## config.mk

```make
export PLATFORM = sky130hd
export DESIGN_NAME = stage_sequencer_flat
export DESIGN_NICKNAME = d
export VERILOG_FILES = /design/src/rtl/stage_sequencer_if.sv /design/src/rtl/stage_sequencer.sv /design/src/flat_wrapper.sv
export SDC_FILE = /design/constraint.sdc
export NUM_CORES = 1
export LEC_CHECK = 0
export BUFFER_PORTS_ARGS = -buffer_cell sky130_fd_sc_hd__buf_2
export CAP_MARGIN = 5
export CORE_MARGIN = 3
export CORE_UTILIZATION = 55
export DETAILED_ROUTE_END_ITERATION = 7
export GPL_ROUTABILITY_DRIVEN = 0
export PLACE_DENSITY = 0.75
export SLEW_MARGIN = 20
export SYNTH_ARGS = -nofsm -noshare
export SYNTH_HDL_FRONTEND = slang
export SYNTH_SLANG_ARGS = --single-unit
```

## constraint.sdc

```tcl
create_clock -name clk22 -period 3.8 [get_ports clk22]
set_clock_uncertainty 0.2 [all_clocks]
set_input_delay 0.76 -clock clk22 [delete_from_list [all_inputs] [get_ports clk22]]
set_output_delay 0.76 -clock clk22 [all_outputs]
set_load 0.005 [all_outputs]
```

## src/rtl/stage_sequencer_if.sv

```systemverilog
// Signal bundle between the stage sequencer and the rest of the game logic.
// boss_hit and enma_spawn are single-cycle strobes; start and player_dead are levels.
interface stage_sequencer_if;
    logic       start;
    logic [3:0] enma_alive;
    logic       boss_hit;
    logic [3:0] hit_dmg;
    logic       player_dead;
    logic [3:0] enma_spawn;
    logic [9:0] bosshp;
    logic [1:0] boss_phase;
    logic       boss_fire;
    logic [2:0] state;
    logic       stage_clear;
    logic       game_over;

    modport master (
        output start, enma_alive, boss_hit, hit_dmg, player_dead,
        input  enma_spawn, bosshp, boss_phase, boss_fire, state, stage_clear, game_over
    );

    modport slave (
        input  start, enma_alive, boss_hit, hit_dmg, player_dead,
        output enma_spawn, bosshp, boss_phase, boss_fire, state, stage_clear, game_over
    );
endinterface

```

## src/rtl/stage_sequencer.sv

```systemverilog
// Stage controller: enemy waves, boss intro, boss fight with HP register and
// phase-dependent fire scheduling. The FSM state is exposed on bus.state.
module stage_sequencer #(
    parameter int WAVES        = 3,
    parameter int BOSS_HP_INIT = 450,
    parameter int INTRO_TICKS  = 32,
    parameter int FIRE_P1      = 16,
    parameter int FIRE_P2      = 10,
    parameter int FIRE_P3      = 6
) (
    input  logic               clk22,
    input  logic               rst,
    stage_sequencer_if.slave   bus
);
    typedef enum logic [2:0] {
        S_IDLE  = 3'd0,
        S_WAVE  = 3'd1,
        S_INTRO = 3'd2,
        S_BOSS  = 3'd3,
        S_CLEAR = 3'd4,
        S_OVER  = 3'd5
    } state_t;

    localparam logic [3:0]  LAST_WAVE  = 4'(WAVES - 1);
    localparam logic [9:0]  HP_INIT    = 10'(BOSS_HP_INIT);
    localparam logic [15:0] INTRO_LAST = 16'(INTRO_TICKS - 1);
    localparam logic [7:0]  P1_M1      = 8'(FIRE_P1 - 1);
    localparam logic [7:0]  P2_M1      = 8'(FIRE_P2 - 1);
    localparam logic [7:0]  P3_M1      = 8'(FIRE_P3 - 1);

    state_t      state_q, state_n;
    logic [3:0]  wave_q, wave_n;
    logic [1:0]  guard_q, guard_n;
    logic [15:0] intro_q, intro_n;
    logic [7:0]  fcnt_q, fcnt_n;
    logic [9:0]  hp_q, hp_n;
    logic [3:0]  spawn_q, spawn_n;
    logic        fire_q, fire_n;
    logic        clear_q, over_q;
    logic [9:0]  hit_hp, boss_hp;

    function automatic logic [1:0] phase_of(input logic [9:0] hp);
        if (hp == 10'd0)        return 2'd0;
        else if (hp > 10'd300)  return 2'd1;
        else if (hp > 10'd150)  return 2'd2;
        else                    return 2'd3;
    endfunction

    function automatic logic [7:0] period_m1(input logic [1:0] ph);
        case (ph)
            2'd1:    return P1_M1;
            2'd2:    return P2_M1;
            default: return P3_M1;
        endcase
    endfunction

    // Saturating subtract so HP never wraps below zero.
    assign hit_hp  = (hp_q > {6'd0, bus.hit_dmg}) ? hp_q - {6'd0, bus.hit_dmg} : 10'd0;
    assign boss_hp = bus.boss_hit ? hit_hp : hp_q;

    always_comb begin
        state_n = state_q;
        wave_n  = wave_q;
        guard_n = guard_q;
        intro_n = intro_q;
        fcnt_n  = fcnt_q;
        hp_n    = hp_q;
        spawn_n = 4'h0;
        fire_n  = 1'b0;
        case (state_q)
            S_IDLE: begin
                if (bus.start) begin
                    state_n = S_WAVE;
                    wave_n  = 4'd0;
                    guard_n = 2'd2;
                    spawn_n = 4'hF;
                    hp_n    = 10'd0;
                end
            end
            S_WAVE: begin
                if (bus.player_dead) begin
                    state_n = S_OVER;
                end else if (guard_q != 2'd0) begin
                    guard_n = guard_q - 2'd1;
                end else if (bus.enma_alive == 4'h0) begin
                    if (wave_q == LAST_WAVE) begin
                        state_n = S_INTRO;
                        hp_n    = HP_INIT;
                        intro_n = 16'd0;
                    end else begin
                        wave_n  = wave_q + 4'd1;
                        guard_n = 2'd2;
                        spawn_n = 4'hF;
                    end
                end
            end
            S_INTRO: begin
                if (bus.player_dead) begin
                    state_n = S_OVER;
                end else if (intro_q == INTRO_LAST) begin
                    state_n = S_BOSS;
                    fcnt_n  = 8'd0;
                end else begin
                    intro_n = intro_q + 16'd1;
                end
            end
            S_BOSS: begin
                // A hit landing with player_dead still counts; OVER then holds it.
                hp_n = boss_hp;
                if (bus.player_dead) begin
                    state_n = S_OVER;
                end else if (boss_hp == 10'd0) begin
                    state_n = S_CLEAR;
                end else if (phase_of(boss_hp) != phase_of(hp_q)) begin
                    fcnt_n = 8'd0;
                end else if (fcnt_q == period_m1(phase_of(hp_q))) begin
                    fcnt_n = 8'd0;
                    fire_n = 1'b1;
                end else begin
                    fcnt_n = fcnt_q + 8'd1;
                end
            end
            S_CLEAR: begin
                hp_n = 10'd0;
                if (bus.start) state_n = S_IDLE;
            end
            S_OVER: begin
                if (bus.start) begin
                    state_n = S_IDLE;
                    hp_n    = 10'd0;
                end
            end
            default: begin
                state_n = S_IDLE;
                hp_n    = 10'd0;
            end
        endcase
    end

    always_ff @(posedge clk22 or posedge rst) begin
        if (rst) begin
            state_q <= S_IDLE;
            wave_q  <= 4'd0;
            guard_q <= 2'd0;
            intro_q <= 16'd0;
            fcnt_q  <= 8'd0;
            hp_q    <= 10'd0;
            spawn_q <= 4'h0;
            fire_q  <= 1'b0;
            clear_q <= 1'b0;
            over_q  <= 1'b0;
        end else begin
            state_q <= state_n;
            wave_q  <= wave_n;
            guard_q <= guard_n;
            intro_q <= intro_n;
            fcnt_q  <= fcnt_n;
            hp_q    <= hp_n;
            spawn_q <= spawn_n;
            fire_q  <= fire_n;
            clear_q <= (state_n == S_CLEAR);
            over_q  <= (state_n == S_OVER);
        end
    end

    assign bus.state       = state_q;
    assign bus.bosshp      = hp_q;
    assign bus.enma_spawn  = spawn_q;
    assign bus.boss_fire   = fire_q;
    assign bus.stage_clear = clear_q;
    assign bus.game_over   = over_q;
    assign bus.boss_phase  = (state_q == S_INTRO || state_q == S_BOSS) ? phase_of(hp_q) : 2'd0;
endmodule
```

## src/flat_wrapper.sv

```systemverilog
// flat-port wrapper written by rule: the top's interface ports become plain ports
module stage_sequencer_flat 
#(
    parameter int WAVES        = 3,
    parameter int BOSS_HP_INIT = 450,
    parameter int INTRO_TICKS  = 32,
    parameter int FIRE_P1      = 16,
    parameter int FIRE_P2      = 10,
    parameter int FIRE_P3      = 6
)
  (clk22, rst, bus_start, bus_enma_alive, bus_boss_hit, bus_hit_dmg, bus_player_dead, bus_enma_spawn, bus_bosshp, bus_boss_phase, bus_boss_fire, bus_state, bus_stage_clear, bus_game_over);
  stage_sequencer_if bus_i ();
  input  logic clk22;
  input  logic rst;
  input wire logic [$bits(bus_i.start)-1:0] bus_start;
  input wire logic [$bits(bus_i.enma_alive)-1:0] bus_enma_alive;
  input wire logic [$bits(bus_i.boss_hit)-1:0] bus_boss_hit;
  input wire logic [$bits(bus_i.hit_dmg)-1:0] bus_hit_dmg;
  input wire logic [$bits(bus_i.player_dead)-1:0] bus_player_dead;
  output wire logic [$bits(bus_i.enma_spawn)-1:0] bus_enma_spawn;
  output wire logic [$bits(bus_i.bosshp)-1:0] bus_bosshp;
  output wire logic [$bits(bus_i.boss_phase)-1:0] bus_boss_phase;
  output wire logic [$bits(bus_i.boss_fire)-1:0] bus_boss_fire;
  output wire logic [$bits(bus_i.state)-1:0] bus_state;
  output wire logic [$bits(bus_i.stage_clear)-1:0] bus_stage_clear;
  output wire logic [$bits(bus_i.game_over)-1:0] bus_game_over;
  assign bus_i.start = bus_start;
  assign bus_i.enma_alive = bus_enma_alive;
  assign bus_i.boss_hit = bus_boss_hit;
  assign bus_i.hit_dmg = bus_hit_dmg;
  assign bus_i.player_dead = bus_player_dead;
  assign bus_enma_spawn = bus_i.enma_spawn;
  assign bus_bosshp = bus_i.bosshp;
  assign bus_boss_phase = bus_i.boss_phase;
  assign bus_boss_fire = bus_i.boss_fire;
  assign bus_state = bus_i.state;
  assign bus_stage_clear = bus_i.stage_clear;
  assign bus_game_over = bus_i.game_over;
  stage_sequencer #(.WAVES(WAVES), .BOSS_HP_INIT(BOSS_HP_INIT), .INTRO_TICKS(INTRO_TICKS), .FIRE_P1(FIRE_P1), .FIRE_P2(FIRE_P2), .FIRE_P3(FIRE_P3)) u_core (.clk22(clk22), .rst(rst), .bus(bus_i));
endmodule
```

* Word level (Yosys, flattened, before mapping)
Index checks and enable logic that the tools add are counted.
** Storage, ports and cells
- Register bits :: 50
- Latch bits :: 0
- RAM bits :: 0
- Memory bits (read-only) :: 0
- Input bits :: 13
- Word-level logic and storage cells :: 141
- Memories :: 0
** Cells by class
- Add/sub/neg operators :: 5
- $mul :: 0
- Div/mod/pow operators :: 0
- Order comparisons :: 5
- Eq/ne operators :: 27
- Shift operators :: 0
- Multiplexer cells :: 77
- Bitwise gates (word level) :: 1
- Reduce and logical (&&, ||, !) cells :: 16
** Operator list (number)
- 2-to-1 mux 16 bit :: 6
- 2-to-1 mux 8 bit :: 10
- 2-to-1 mux 10 bit :: 7
- 2-to-1 mux 4 bit :: 10
- case mux 10 bit (4 select lines) :: 1
- 2-to-1 mux 2 bit :: 19
- case mux 16 bit (2 select lines) :: 1
- 2-to-1 mux 3 bit :: 10
- case mux 4 bit (2 select lines) :: 3
- greater-than comparator 10 x 8 -> 1 bit, second input constant :: 2
- greater-than comparator 10 x 9 -> 1 bit, second input constant :: 2
- zero test 10 bit :: 2
- adder 16 x 1 -> 16 bit, second input constant :: 1
- == test 16 x 5 -> 1 bit, second input constant :: 1
- != test 2 bit, second input constant :: 8
- case mux 8 bit (2 select lines) :: 1
- case mux 3 bit (5 select lines) :: 1
- == test 3 bit, second input constant :: 4
- AND reduction 6 bit :: 2
- greater-than comparator 10 x 4 -> 1 bit :: 1
- AND reduction 5 bit :: 2
- subtractor 10 x 4 -> 10 bit :: 1
- adder 8 x 1 -> 8 bit, second input constant :: 1
- == test 8 bit :: 1
- 20 further kinds :: 34

* Longest topological paths before layout
Gate-level depths: netlist of the first run.
- Depth in word-level cells :: 26
- Depth in mapped cells :: 15

* Worst setup path after synthesis of the first run
Ideal clock, no wire load.
- Kind :: input to register
- Start point :: input bus_hit_dmg[0]
- End point :: register u_core.fcnt_q[6]
- Data arrival time :: 3.336 ns
- Required time :: 3.474 ns
- Slack :: 0.138 ns
- Stages :: 13
- Path buffers :: 0
- Path through :: ha_1 -> inv_1 -> fa_1 -> a211oi_1 -> o311ai_4 -> nor2_2 -> or2_1 -> nor3_1 -> a32o_1 -> and2_4 -> o21ai_4 -> nor2_2 -> a221o_1
** Between the ends
- Cells in the longest elaborated chain, start to end :: 14
- Elaborated cells on any way between the ends :: 19
- Classes of those cells :: add/sub (1); order compare (3); eq/ne (2); mux (11); reduce/logical (2)
** Ends and longest elaborated chain
- start, declared :: RTL line flat_wrapper.sv:18 : input wire logic [$bits(bus_i.hit_dmg)-1:0] bus_hit_dmg;
- subtractor 10 x 4 -> 10 bit or greater-than comparator 10 x 4 -> 1 bit (tied branches) :: RTL line stage_sequencer.sv:58 : assign hit_hp = (hp_q > {6'd0, bus.hit_dmg}) ? hp_q - {6'd0, bus.hit_dmg} : 10'd0;
- 2-to-1 mux 10 bit (*) :: RTL line stage_sequencer.sv:58
- 2-to-1 mux 10 bit (*) :: RTL line stage_sequencer.sv:59 : assign boss_hp = bus.boss_hit ? hit_hp : hp_q;
- greater-than comparator 10 x 8 -> 1 bit :: RTL line stage_sequencer.sv:45 : else if (hp > 10'd150) return 2'd2;
- 2-to-1 mux 1 bit :: RTL line stage_sequencer.sv:45
- 2-to-1 mux 2 bit :: RTL line stage_sequencer.sv:44 : else if (hp > 10'd300) return 2'd1;
- 2-to-1 mux 2 bit :: RTL line stage_sequencer.sv:112 : end else if (boss_hp == 10'd0) begin
- 2-to-1 mux 2 bit :: RTL line stage_sequencer.sv:110 : if (bus.player_dead) begin
- 2-to-1 mux 2 bit :: RTL line stage_sequencer.sv:70 : case (state_q)
- != test 2 bit :: RTL line stage_sequencer.sv:114 : end else if (phase_of(boss_hp) != phase_of(hp_q)) begin
- 2-to-1 mux 8 bit :: RTL line stage_sequencer.sv:114
- 2-to-1 mux 8 bit :: RTL line stage_sequencer.sv:112
- 2-to-1 mux 8 bit :: RTL line stage_sequencer.sv:110
- case mux 8 bit (2 select lines) :: RTL line stage_sequencer.sv:70
- end signal, assigned :: RTL line stage_sequencer.sv:157 : fcnt_q <= fcnt_n;
- end, declared :: RTL line stage_sequencer.sv:35 : logic [7:0] fcnt_q, fcnt_n;
Mark *: on every way between the ends. The rest lies on a longest branch, timed or not. The select of a mux whose other input is x is not followed.
A chain may end at the register's enable or synchronous reset.

* Worst setup path after layout of the first run
Same ends and word-level chain as after synthesis.

==> results of run 1 <==
-- per-stage QoR --
step	total power, mW	instances	setup WS (ns)	utilization
floorplan	1.227	386	0.1378	-
global placement	1.459	504	-0.08263	0.6520
detailed placement	1.477	504	-0.1907	0.6520
CTS	1.773	512	0.1341	0.6662
global route	1.921	512	0.02218	0.6693
finish	1.788	512	0.1806	0.6693
-- worst register-to-register path: cells and delay by family (launching register included) --
kind	cells	cell delay, ns
AOI/OAI and AO/OA	4	1.25
adders and majority gates	1	0.42
buffers and inverters	1	0.19
DFF	1	0.48
and+or+nand+nor	5	0.91
-- power by group through the flow --
| stage | registers [mW] | clock network [mW] | logic [mW] |
|---|---|---|---|
| floorplan | 0.610 | 0 | 0.617 |
| global placement | 0.641 | 0 | 0.819 |
| detailed placement | 0.642 | 0 | 0.835 |
| CTS | 0.633 | 0.300 | 0.840 |
| global route | 0.644 | 0.320 | 0.956 |
| finish | 0.636 | 0.292 | 0.861 |
-- state kept, by name, indices dropped and copies added, names as in the netlist, 2 cells and up --
name               flops
u_core.bus.bosshp     10
u_core.fcnt_q          8
u_core.intro_q        16
u_core.wave_q          4
u_core.bus.state       3
u_core.guard_q         2
-- synth_stat cells, types with 2 or more instances --
master    instances  share of area
o31ai_1           3         0.0067
nor4b_1           2         0.0052
or2_2             6          0.011
nand2_1          35          0.039
o21ai_0          18          0.027
buf_6             2         0.0067
nor2b_1           7          0.013
nand4_1           7          0.013
and3_1            5         0.0093
mux2i_1           3         0.0090
ha_1             12          0.045
inv_1            21          0.024
o211ai_1          2         0.0045
a21o_1            6          0.013
nor3b_1           5          0.011
dfrtp_1          47           0.35
a211oi_1          4         0.0090
a211o_1           4          0.010
a221o_1           2         0.0060
nor2_1           45          0.050
nor3_1            9          0.013
nand2b_1          8          0.015
or2_1             2         0.0037
o31a_1            2         0.0052
nand3_1          20          0.030
a21oi_1          17          0.025
xnor2_1          10          0.026
nor2_2            2         0.0037
mux2_2            2         0.0067
clkbuf_1          7         0.0078
nor4_1            7          0.013
xor2_1           16          0.042
nor4_2            2         0.0075
a22o_1            3         0.0078
and2_1            3         0.0056
buf_4             3         0.0067
a31oi_1           8          0.015
-- cell type report --
type                            instances  area (µm²)  area share
Clock buffer                            7       76.32     0.01997
Clock inverter                          1       5.005    0.001310
Inverter                               21       78.83     0.02063
Multi-Input combinational cell        305        2037      0.5331
Sequential cell                        47        1176      0.3078
Tap cell                               72       90.09     0.02358
Timing Repair Buffer                   59       357.8     0.09365
-- kinds of logic (layout without fill, tap and decap cells) --
kind of cell	count (synthesis)	count (layout)
and+or+nand+nor	176	176
AOI/OAI and AO/OA	85	85
DFF	47	47
buffers and inverters	34	88
xor gates and xnor gates	26	26
adders and majority gates	13	13
muxes	5	5
-- worst max-delay path by stage --
stage / to / slack (ns) / cells after the start
after floorplan: u_core.fcnt_q[6] / 0.14 / 13
after global placement: u_core.fcnt_q[6] / -0.08 / 14
after detailed placement: u_core.fcnt_q[6] / -0.19 / 14
after CTS: u_core.fcnt_q[6] / 0.13 / 14
after global routing: u_core.fcnt_q[6] / 0.02 / 15
final: u_core.fcnt_q[6] / 0.18 / 15
-- cell usage in the layout (no fill, tap or decap), drive strengths merged, types with 7 or more instances in the layout --
cell type	n
buf	59
dfrtp	47
nor2	47
nand2	36
inv	21
nand3	20
o21ai	20
a21oi	17
xor2	16
ha	12
xnor2	10
nor4	10
nor3	9
or2	9
nand2b	8
a31oi	8
nor2b	7
nand4	7
clkbuf	7
-- per-layer routing --
metal	track usage	part of all wire
met5	0	0
met4	0.04971	0.012
met3	0.03554	0.052
met2	0.3623	0.46
met1	0.3298	0.48
-- timing repair --
| action | in CTS | in global routing |
|---|---|---|
| buffers inserted | 0 | 0 |
| gates resized for setup | 0 | 3 |
| endpoints found under the setup margin | 0 | 6 |
==> run_results.csv, run 1 <==
group,metric,value,unit
worst_setup_path,crit_type,"primary input to flip-flop",
floorplanning,dieArea,0.007064,mm²
floorplanning,coreArea,0.005709,mm²
yosys,yosysWarnings,0,
timing,fmax,276.3,MHz
pwr,p_int,1.039,mW
yosys,synthXorXnorAreaFrac,0.06796,
yosys,synth_cell_types,66,
yosys,ys_ff_latch,47,
routing,firstDrtPassIters,5,
yosys,synth-edff-count,0,
worst_setup_path,worstPathRequired,3.78,ns
timing,relSlewSlack,0.3571,
yosys,synth-adder-area-share,0.05078,
global_routing,grt_pass1_vias,2821,
pwr,peakVddDrop,0.0002553,V
routing,ant_nets,0,
pwr,cellPowerDensity,468.0,mW/mm²
cts,clk_path_buf_depth,2,
cts,cts_tree,"done",
final_layout,fin_area,0.003821,mm²
global_routing,antenna_found_initial,0,
placement,io_buffers,34,
worst_setup_path,end_kind,"flip-flop",
timing,rsz0062_at_grt,"no",
yosys,synth.cell_area,0.003351,mm²
yosys,syn_inst,386,
timing,period_minus_slack,3.619,ns
placement,hpwl,5894,µm
yosys,avgSynthCellArea,8.681,µm²
worst_setup_path,worst-path-buf-inv,4,
timing,holdWs,0.3305,ns
routing,drt_drc_violations_left,0,
worst_setup_path,crit_slowest_cell,"a221o_1",
yosys,synthArstFlopShare,1.000,
yosys,synth_compound_area_frac,0.1889,
timing,layout_worst_path_cycle_share,0.9525,
final_layout,synthToLayoutAreaGrowth,14.04,%
final_layout,drive_gt1_frac,0.2045,
cts,cts_buffers,5,
global_routing,grt_pass1_wl,13430,µm
timing,slew_violations,0,
pwr,p_sw,749.4,µW
global_routing,track_usage,0.2286,
timing,max_slew.worst_pin.slew,0.9630,ns
floorplanning,row_count,27,
worst_setup_path,crit_start,"bus_hit_dmg[0]",
worst_setup_path,r2r-start,"u_core.bus.bosshp[2]",
job,drv_cap,0,
pwr,p_comb_frac,0.481,
worst_setup_path,crit_path_max_incr_delay,0.34,ns
floorplanning,die_x,84.05,µm
routing,wl_per_cell,15.14,µm
floorplanning,pin_count,35,
final_layout,num_antenna_cells,0,
timing,hold_viol,0,
cts,cts.clk_slew.worst_paths,0.09,ns
yosys,syn_nets,412,
worst_setup_path,arrival,3.60,ns
final_layout,nets,465,
cts,worstSkewPairLatency,0.30,ns
yosys,synth_ff_type,"dfrtp_1",
final_layout,fill_cells,480,
yosys,synth-simple-area-share,0.2793,
min_path,whs_path_depth,1,
timing,setup_viol,0,
routing,initialDrtViolationCount,248,
status,outcome,"finished clean",
pwr,clkPwrFrac,0.163,
pwr,cellLeakagePower,1.798,nW
cts,hold_buffers,0,
worst_setup_path,rr_worst_depth,11,
global_routing,grt_start_max_net_pins,48,
worst_setup_path,critPathLaunchType,"primary input",
worst_setup_path,r2r_end,"u_core.fcnt_q[6]",
yosys,synth_top_family_by_area,"simple AND/OR/NAND/NOR gates",
cts,numClockSinks,47,
yosys,synthMuxAreaShare,0.01568,
worst_setup_path,worstPathMaxFanout,10,
placement,placement.cell_area,0.003722,mm²
routing,vias,3026,
routing,wl,7753,µm
worst_setup_path,crit_family,"compound AO/OA/AOI/OAI gates",
yosys,ys_seq_area_frac,0.3510,
min_path,whs_endpoint,"u_core.intro_q[0]",
timing,tns,0,ns
floorplanning,die_h,84.05,µm
pwr,netSwitchingFraction,0.4190,
floorplanning,start_util,0.5869,
worst_setup_path,path_cells,"buf_2 -> ha_1 -> inv_1 -> fa_1 -> a211oi_1 -> buf_4 -> o311ai_4 -> a32oi_2 -> buf_4 -> nor3_1 -> nand3_1 -> and2_4 -> o21ai_4 -> nor2_2 -> a221o_1",
min_path,hold_class,"flip-flop to flip-flop",
worst_setup_path,r2r_slack,0.25,ns
worst_setup_path,crit_path_frequent_cell,"buf_4",
routing,viasPerCell,5.910,
cts,clockRootBuffer,"clkbuf_8",
pwr,seq_power_share,0.356,
cts,h-tree-depth,2,
min_path,min_from,"u_core.intro_q[0]",
global_routing,grt_overflow,0,
Note: power is estimated with default switching activity, not from simulation.
==> inputs of run 2 (changes only) <==
- GPL_TIMING_DRIVEN: not set -> 0
==> run 2 against run 1 <==
  * Highest routed layer unchanged
  * Combinational power rose by 5.7%
  * Design area up 1.0%
  * Hold slack got worse by 0.096 ns
  * Flip-flop and latch count unchanged
  * Sequential share of layout area shrank 0.29 points
  * Clock power rose by 22%
==> run_results.csv, run 2 (synthesis results as in run 1) <==
group,metric,value,unit
status,outcome,"finished clean",
global_routing,antenna_found_initial,0,
pwr,cellPowerDensity,488.1,mW/mm²
timing,period_minus_slack,3.678,ns
final_layout,synthToLayoutAreaGrowth,15.24,%
timing,hold_viol,0,
floorplanning,die_x,84.05,µm
worst_setup_path,crit_slowest_cell,"fa_2",
worst_setup_path,end_kind,"flip-flop",
cts,hold_buffers,0,
worst_setup_path,arrival,3.73,ns
min_path,hold_class,"primary input to async pin",
floorplanning,start_util,0.5869,
cts,worstSkewPairLatency,0.30,ns
routing,drt_drc_violations_left,0,
timing,setup_viol,0,
global_routing,grt_start_max_net_pins,32,
timing,max_slew.worst_pin.slew,0.7770,ns
pwr,finalPower,1.885,mW
floorplanning,row_count,27,
final_layout,nets,462,
timing,slew_violations,0,
pwr,peakVddDrop,0.0002257,V
cts,cts_buffers,5,
cts,clockRootBuffer,"clkbuf_8",
global_routing,track_usage,0.2270,
worst_setup_path,path_cells,"buf_2 -> ha_1 -> inv_1 -> fa_2 -> a211oi_2 -> o311ai_4 -> buf_4 -> a32oi_4 -> o21ai_1 -> a32o_1 -> a311oi_4 -> o21ai_2 -> nor4b_1 -> a21o_1",
timing,tns,0,ns
cts,h-tree-depth,2,
floorplanning,dieArea,0.007064,mm²
cts,cts_tree,"done",
routing,wl_per_cell,15.74,µm
worst_setup_path,worstPathMaxFanout,6,
final_layout,largest_reg_flops,16,
final_layout,final_common_cell,"dfrtp_1",
final_layout,utilization,0.6763,
final_layout,final_cell_mix,"dfrtp_1, nor2_1, nand2_1, buf_2",
final_layout,num_antenna_cells,0,
final_layout,regMostFlops,"u_core.intro_q",
final_layout,fill_cells,481,
global_routing,grt_pass1_wl,13200,µm
pwr,cellLeakagePower,1.775,nW
worst_setup_path,crit_type,"primary input to flip-flop",
worst_setup_path,worst-path-buf-inv,3,
placement,io_buffers,34,
global_routing,grt_overflow,0,
timing,relSlewSlack,0.4776,
cts,numClockSinks,47,
timing,fmax,271.9,MHz
routing,wl,7995,µm
floorplanning,pin_count,35,
worst_setup_path,worstPathRequired,3.85,ns
job,drv_cap,0,
final_layout,drive_gt1_frac,0.1995,
worst_setup_path,crit_family,"compound AO/OA/AOI/OAI gates",
routing,viasPerCell,5.970,
global_routing,grt_pass1_vias,2831,
routing,vias,3033,
timing,layout_worst_path_cycle_share,0.9680,
routing,initialDrtViolationCount,223,
routing,firstDrtPassIters,5,
routing,ant_nets,0,
placement,hpwl,5757,µm
cts,cts.clk_slew.worst_paths,0.08,ns
floorplanning,coreArea,0.005709,mm²
worst_setup_path,critPathLaunchType,"primary input",
cts,clk_path_buf_depth,2,
worst_setup_path,crit_path_max_incr_delay,0.39,ns
floorplanning,die_h,84.05,µm
==> run 2: cell count changes in the layout (fill, tap and decap cells not counted), moves of 2 or more <==
| cell | before | now |
|---|---|---|
| nor2_2 | 3 | 1 |
| buf_4 | 25 | 11 |
| buf_6 | 0 | 2 |
| a21oi_1 | 17 | 14 |
| clkbuf_1 | 2 | 7 |
| a21oi_2 | 0 | 3 |
==> run 2: worst reg2reg max path, cell delays in order, from the launching register on <==
cell	delay [ns]
dfrtp_2	0.45
inv_1	0.07
ha_1	0.15
inv_1	0.05
fa_2	0.39
a211oi_2	0.32
o311ai_4	0.19
buf_4	0.21
a32oi_4	0.25
o21ai_1	0.09
a32o_1	0.29
a311oi_4	0.31
o21ai_2	0.16
nor4b_1	0.34
a21o_1	0.13
==> run 2: path summary, 6_finish.rpt <==
| path | start | endpoint | slack, ns | cells after the start |
|---|---|---|---|---|
| max | bus_hit_dmg[0] | u_core.fcnt_q[2] | 0.12 | 14 |
| min reg2reg | u_core.intro_q[0] | u_core.intro_q[0] | 0.31 | 1 |
| max reg2reg | u_core.bus.bosshp[0] | u_core.fcnt_q[2] | 0.14 | 14 |
| min in group clk22 | u_core.intro_q[0] | u_core.intro_q[0] | 0.31 | 1 |
| min | rst | u_core.bus.bosshp[8] | 0.23 | 2 |
| max in group asynchronous | rst | u_core.guard_q[1] | 2.67 | 3 |
==> run 2: where the power goes <==
group	total (mW)	internal, mW	switching, mW	leakage, nW
combinational	0.910	0.362	0.548	1.09
clock	0.357	0.193	0.165	0.0513
sequential	0.617	0.545	0.0723	0.630
total	1.88	1.10	0.784	1.77
==> run 2: metrics by stage <==
stage	cells	cell area [µm²]	worst slack [ns]	hold slack, ns
2_1_floorplan	386	3351	0.1378	0.2779
3_3_place_gp	492	3611	-0.2495	0.2949
3_5_place_dp	493	3631	-0.2619	0.3071
4_1_cts	500	3742	0.03425	0.2396
5_1_grt	508	3861	-0.02668	0.2486
6_report	508	3861	0.1217	0.2341
==> run 2: layout make-up <==
class / instances / area (µm²) / area share
flip-flops and latches: 47 / 1177 / 0.3049
inverters: 21 / 78.83 / 0.02041
clock inverters: 1 / 30.03 / 0.007777
well taps: 72 / 90.09 / 0.02333
clock buffers: 6 / 72.57 / 0.01879
repair buffers: 43 / 250.2 / 0.06481
plain buffers: 12 / 72.57 / 0.01879
multi-input cells: 306 / 2090 / 0.5412
==> run 2: what timing repair did <==
item                       4_1_cts  5_1_grt
pin swaps                        0        8
hold endpoints to repair         0        0
setup endpoints to repair        1       11
cloned                           0        1
resized for setup                1       12
buffers inserted                 0        8
==> run 2: per-layer routing <==
metal,routed length (µm),GRT usage,vias to the layer above
met3,467,0.05035,12
met2,3678,0.3479,96
li1,-,-,1476
met4,96,0.05556,0
met5,0,0,-
met1,3753,0.3254,1449
